**src/rtl/vit_pkg.sv**
```systemverilog
// Shared types and default constants for the Viterbi decoder input path.
// The frame controller state type lives here so other blocks can decode it.
package vit_pkg;

   typedef enum logic [1:0] {
      IDLE  = 2'd0,
      LOAD  = 2'd1,
      TAIL  = 2'd2,
      DRAIN = 2'd3
   } vit_ictl_state_t;

   localparam int VIT_SYM_W     = 2;
   localparam int VIT_WORD_W    = 16;
   localparam int VIT_TAIL_SYMS = 6;

endpackage

```
**src/rtl/vit_sym_packer.sv**
```systemverilog
// Symbol-to-word packer: shifts symbols into an assembly register and moves
// each completed word straight into a single-entry output register.
module vit_sym_packer
   import vit_pkg::*;
#(
   parameter int SYM_W  = VIT_SYM_W,
   parameter int WORD_W = VIT_WORD_W
) (
   input  logic              i_clk,
   input  logic              i_rst_n,
   input  logic              push,
   input  logic [SYM_W-1:0]  sym,
   input  logic              mark_sof,
   input  logic              mark_eof,
   input  logic              word_ready,
   output logic              can_push,
   output logic              word_done,
   output logic [WORD_W-1:0] word,
   output logic              word_valid,
   output logic              word_sof,
   output logic              word_eof
);

   localparam int SPW    = WORD_W / SYM_W;
   localparam int SLOT_W = (SPW > 1) ? $clog2(SPW) : 1;
   localparam int ASM_W  = WORD_W - SYM_W;
   localparam logic [SLOT_W-1:0] LAST_SLOT = SLOT_W'(SPW - 1);

   logic [SLOT_W-1:0] slot;
   logic [ASM_W-1:0]  assembly;
   logic [WORD_W-1:0] shifted;
   logic              at_last;
   logic              consume;
   logic              pushed;

   assign shifted   = {assembly, sym};
   assign at_last   = (slot == LAST_SLOT);
   assign consume   = word_valid && word_ready;
   // Only the symbol that completes a word needs the output register free.
   assign can_push  = !(at_last && word_valid && !word_ready);
   assign pushed    = push && can_push;
   assign word_done = pushed && at_last;

   always_ff @(posedge i_clk or negedge i_rst_n) begin
      if (!i_rst_n) begin
         slot     <= '0;
         assembly <= '0;
      end else if (pushed) begin
         slot     <= at_last ? '0 : slot + SLOT_W'(1);
         assembly <= shifted[ASM_W-1:0];
      end
   end

   // Output register: a completing word overwrites a word being consumed, no bubble.
   always_ff @(posedge i_clk or negedge i_rst_n) begin
      if (!i_rst_n) begin
         word       <= '0;
         word_valid <= 1'b0;
         word_sof   <= 1'b0;
         word_eof   <= 1'b0;
      end else if (word_done) begin
         word       <= shifted;
         word_valid <= 1'b1;
         word_sof   <= mark_sof;
         word_eof   <= mark_eof;
      end else if (consume) begin
         word_valid <= 1'b0;
      end
   end

endmodule

```
**src/rtl/vit_frame_ctrl.sv**
```systemverilog
// Input frame controller: accepts channel symbols, appends the trellis
// termination tail, zero-pads the last word and frames words with sof/eof.
module vit_frame_ctrl
   import vit_pkg::*;
#(
   parameter int SYM_W     = VIT_SYM_W,
   parameter int WORD_W    = VIT_WORD_W,
   parameter int TAIL_SYMS = VIT_TAIL_SYMS,
   parameter int LEN_W     = 12
) (
   input  logic              i_clk,
   input  logic              i_rst_n,
   input  logic              i_frame_start,
   input  logic [LEN_W-1:0]  i_frame_len,
   input  logic              i_sym_valid,
   input  logic [SYM_W-1:0]  i_sym,
   output logic              o_sym_ready,
   output logic [WORD_W-1:0] o_word,
   output logic              o_word_valid,
   input  logic              i_word_ready,
   output logic              o_word_sof,
   output logic              o_word_eof,
   output logic              o_busy,
   output logic              o_err_start
);

   localparam int SPW    = WORD_W / SYM_W;
   localparam int TAIL_W = $clog2(TAIL_SYMS + SPW) + 1;
   localparam logic [TAIL_W-1:0] TAIL_LIM = TAIL_W'(TAIL_SYMS);

   vit_ictl_state_t   state;
   logic [LEN_W-1:0]  frame_len;
   logic [LEN_W-1:0]  data_cnt;
   logic [LEN_W-1:0]  data_next;
   logic [TAIL_W-1:0] tail_cnt;
   logic [TAIL_W-1:0] tail_next;
   logic              first_word;
   logic              push;
   logic [SYM_W-1:0]  push_sym;
   logic              mark_eof;
   logic              can_push;
   logic              word_done;
   logic              sym_acc;

   assign data_next = data_cnt + LEN_W'(1);
   assign tail_next = tail_cnt + TAIL_W'(1);

   always_comb begin
      push     = 1'b0;
      push_sym = '0;
      mark_eof = 1'b0;
      case (state)
         LOAD: begin
            push     = i_sym_valid;
            push_sym = i_sym;
         end
         TAIL: begin
            push     = 1'b1;
            // Zeros past the tail length are pad; the word holding the last tail zero ends the frame.
            mark_eof = (tail_next >= TAIL_LIM);
         end
         default: ;
      endcase
   end

   assign o_sym_ready = (state == LOAD) && can_push;
   assign sym_acc     = o_sym_ready && i_sym_valid;
   assign o_busy      = (state != IDLE);

   always_ff @(posedge i_clk or negedge i_rst_n) begin
      if (!i_rst_n) begin
         state       <= IDLE;
         frame_len   <= '0;
         data_cnt    <= '0;
         tail_cnt    <= '0;
         first_word  <= 1'b0;
         o_err_start <= 1'b0;
      end else begin
         o_err_start <= i_frame_start && (state != IDLE);
         case (state)
            IDLE: begin
               if (i_frame_start) begin
                  frame_len  <= i_frame_len;
                  data_cnt   <= '0;
                  tail_cnt   <= '0;
                  first_word <= 1'b1;
                  state      <= (i_frame_len == '0) ? TAIL : LOAD;
               end
            end
            LOAD: begin
               if (sym_acc) begin
                  data_cnt <= data_next;
                  if (data_next == frame_len) state <= TAIL;
               end
            end
            TAIL: begin
               if (can_push) begin
                  tail_cnt <= tail_next;
                  if (word_done && mark_eof) state <= DRAIN;
               end
            end
            DRAIN: begin
               if (o_word_valid && i_word_ready) state <= IDLE;
            end
            default: state <= IDLE;
         endcase
         if (word_done) first_word <= 1'b0;
      end
   end

   vit_sym_packer #(
      .SYM_W  (SYM_W),
      .WORD_W (WORD_W)
   ) u_packer (
      .i_clk      (i_clk),
      .i_rst_n    (i_rst_n),
      .push       (push),
      .sym        (push_sym),
      .mark_sof   (first_word),
      .mark_eof   (mark_eof),
      .word_ready (i_word_ready),
      .can_push   (can_push),
      .word_done  (word_done),
      .word       (o_word),
      .word_valid (o_word_valid),
      .word_sof   (o_word_sof),
      .word_eof   (o_word_eof)
   );

endmodule

```
**config.mk**
```make
export PLATFORM = sky130hd
export DESIGN_NAME = vit_frame_ctrl
export DESIGN_NICKNAME = d
export VERILOG_FILES = /design/src/rtl/vit_pkg.sv /design/src/rtl/vit_sym_packer.sv /design/src/rtl/vit_frame_ctrl.sv
export SDC_FILE = /design/constraint.sdc
export NUM_CORES = 1
export LEC_CHECK = 0
export ABC_AREA = 1
export BUFFER_PORTS_ARGS = -buffer_cell sky130_fd_sc_hd__buf_4
export CAP_MARGIN = 20
export CORE_MARGIN = 2
export CORE_UTILIZATION = 34
export CTS_BUF_LIST = sky130_fd_sc_hd__clkbuf_16
export CTS_CLUSTER_SIZE = 12
export DETAILED_ROUTE_END_ITERATION = 10
export SETUP_SLACK_MARGIN = 0.2
export SKIP_CTS_REPAIR_TIMING = 1
export SYNTH_ARGS = -nofsm -noshare
export SYNTH_HDL_FRONTEND = slang
export SYNTH_SLANG_ARGS = --single-unit
export TNS_END_PERCENT = 30
```
**constraint.sdc**
```tcl
create_clock -name i_clk -period 2.7 [get_ports i_clk]
set_input_delay 0.135 -clock i_clk [delete_from_list [all_inputs] [get_ports i_clk]]
set_output_delay 0.135 -clock i_clk [all_outputs]
set_load 0.03 [all_outputs]
```
==> metrics.csv <==
stage;metric;value;unit
run_status;status;completed;
power_and_ir_drop;p_int;2420;uW
timing;min_period_over_period;80.5;%
yosys;synth_area;0.00343;sq mm
timing;fmax;460;MHz
yosys;yosys-top-cells-area;dfrtp_1 50%, nand2_1 16%, o21ai_0 7.0%;
yosys;synth_edf_count;0;
power_and_ir_drop;comb_power_share;33.7;%
layout;design_area;0.00418;sq mm
worst_hold_path;hp-start;i_frame_len[1];
cts;htreeDepth;3;
power_and_ir_drop;powerDensity;958;mW/mm^2
floorplanning;start_util;35.0;%
worst_setup_path;slowest_stage;dfrtp_1;
yosys;syn_avg_cell_area;8.02;sq um
placement;portBuffers;40;
timing;worst_pin_slew;861;ps
worst_hold_path;hold_path_class;in2reg;
yosys;synth_cell_types;30;
worst_setup_path;slowest_delay;390;ps
placement;placed_area;0.00387;sq mm
yosys;ys.flop_type;dfrtp_1;
worst_setup_path;cp_max_fo;9;
cts;cts.clk_slew.worst_paths;60;ps
timing;min_period;2170;ps
power_and_ir_drop;clkPwrFrac;29.4;%
timing;hold_viol_final;0;
drt;ant_nets;0;
drt;first_iter_violations;80;
yosys;synth_area_leader_cell;dfrtp_1;
worst_setup_path;path_cells;ha_1, ha_1, inv_2, nor3_4, nor2_1, o22ai_2, nor2_2, nand2_1, o22ai_1;
worst_setup_path;critical_path_class;reg2reg;
worst_setup_path;startpoint;u_packer.slot[0];
global_routing;grt_pass1_wl;13400;um
yosys;synthesis.nets;456;
drt;drc;0;
timing;rsz0062_at_grt;false;
cts;numCtsBuffers;9;
placement;dp_hpwl;5700;um
yosys;ys_ff_latch;69;
drt;routed_wl;7840;um
worst_setup_path;critPathArrivalTime;2420;ps
global_routing;grt_max_degree;70;
global_routing;grt_pass1_vias;2837;
power_and_ir_drop;seq_power_share;36.9;%
layout;diodes;0;
power_and_ir_drop;leakagePower;0.00204;uW
floorplanning;dieArea;0.0109;sq mm
timing;fin_skew;9.66;ps
layout;nets;501;
cts;clock-sinks;69;
yosys;yosysWarnings;0;
yosys;synth_commonest_cells;144 x nand2_1, 69 x dfrtp_1, 49 x inv_1, 48 x o21ai_0, 38 x nand3_1;
timing;setup_ws;525;ps
layout;drive_gt1_share;16.1;%
power_and_ir_drop;p_sw_share;39.4;%
job;cap_viol_max_count;0;
worst_setup_path;crit_required;2950;ps
drt;vias;2867;
cts;tritoncts;done;
worst_setup_path;cpMostUsedCell;ha_1;
yosys;postSynthCellCount;427;
placement;gp_congestion;0.814;
placement;dp_slack;544;ps
layout;area_delta_synth_final;22.0;%
floorplanning;row_count;36;
global_routing;track_usage;15.4;%
global_routing;grt_antenna_before_repair;0;
drt;viasPerCell;4.70;
cts;cts_buffer_depth;2;
global_routing;grt_overflow;0;
yosys;synth_seq_area_share;50.4;%
floorplanning;io-pin-count;41;
cts;root_buffer;clkbuf_16;
timing;relSlewSlack;42.6;%
drt;firstDrtPassIters;4;
worst_setup_path;startpoint_type;register;
floorplanning;dieWidth;104;um
worst_setup_path;r2r-start;u_packer.slot[0];
drt;post_drt_wl_per_cell;12.8;um
floorplanning;die_h;104;um
power_and_ir_drop;p_switching;1580;uW
yosys;yosysTopAreaCellShare;50.4;%
layout;fin_util;42.7;%
timing;setup_viol_count_final;0;
floorplanning;coreArea;0.00977;sq mm
power_and_ir_drop;ir_drop;0.473;mV
timing;slew_viol_final;0;
timing;tns;0;ps
worst_setup_path;endpoint_kind;register;
yosys;synth.most_common_cell;nand2_1;
yosys;synth-async-reset-ratio;100;%
cts;clkLatencyLatePin;340;ps
==> critical path: cells and delay by family, from the launching register on <==
kind                       cells  cell delay [ps]
AOI/OAI and AO/OA              2              320
DFF                            1              390
adders and majority gates      2              440
buffers and inverters          1              100
and+or+nand+nor                4              830
==> state kept, by name (all words and copies together) (netlist names), 2 cells and up <==
signal	flops
u_packer.word	16
u_packer.assembly	14
data_cnt	12
frame_len	12
tail_cnt	5
u_packer.slot	3
state	2
==> cell families (layout without fill, tap and decap cells) <==
kind of cell             Yosys count  in the layout  synth area share (%)
AO/OA/AOI/OAI                     66             66                  10.4
adder cells (fa/ha/maj)           10             10                  3.65
flip-flops                        69             69                  50.4
XOR/XNOR                           4              4                  1.02
AND/OR/NAND/NOR                  215            215                  27.3
buffers and inverters             63            113                  7.16
==> metal layers <==
| metal | track usage, % | wire [um] | vias up |
|---|---|---|---|
| met1 | 19.1 | 3600 | 1340 |
| met5 | 0 | 0 | - |
| li1 | - | - | 1465 |
| met2 | 25.8 | 3800 | 48 |
| met4 | 5.60 | 151 | 0 |
| met3 | 3.76 | 291 | 14 |
==> worst paths after layout <==
| check | endpoint | slack (ps) | depth (start not counted) |
|---|---|---|---|
| min in group asynchronous | data_cnt[3] | 450 | 2 |
| max in group asynchronous | u_packer.word[15] | 1680 | 2 |
| hold reg to reg | u_packer.word_sof | 470 | 2 |
| hold / removal | frame_len[1] | 10 | 3 |
| setup / recovery | data_cnt[11] | 530 | 9 |
| setup reg to reg | data_cnt[11] | 530 | 9 |
==> through the flow <==
step	hold WS, ps	instances	total power (uW)
5_1_grt	22.8	610	4290
3_3_place_gp	310	593	2810
4_1_cts	-49.0	609	4050
6_report	10.1	610	4000
3_5_place_dp	315	593	2850
2_1_floorplan	-161	427	2410
==> cell usage in the layout (no fill, tap or decap), drive strengths merged <==
cell / count
nand2: 149
dfrtp: 69
inv: 59
o21ai: 51
buf: 43
nand3: 38
nor2: 20
o22ai: 11
ha: 10
clkbuf: 9
xor2: 4
nor3: 3
nand4: 2
nor4: 2
nand3b: 1
a21boi: 1
a21oi: 1
o21a: 1
o31ai: 1
clkinv: 1
dlygate4sd3: 1
==> area by class of cell <==
cell class,instances,area (sq um)
clock buffer,9,225
clock inverter,7,71.3
fill,1007,5600
inverter,53,201
multi-input combinational,295,1450
sequential,69,1730
tap,133,166
timing repair buffer,44,333
==> power groups by stage <==
stage / Clock [uW] / Sequential [uW] / Combinational (uW)
2_1_floorplan: 0 / 1550 / 857
3_3_place_gp: 0 / 1490 / 1320
3_5_place_dp: 0 / 1500 / 1350
4_1_cts: 1200 / 1480 / 1370
5_1_grt: 1240 / 1520 / 1540
6_report: 1180 / 1480 / 1350
Note: power is estimated with default switching activity, not from simulation.
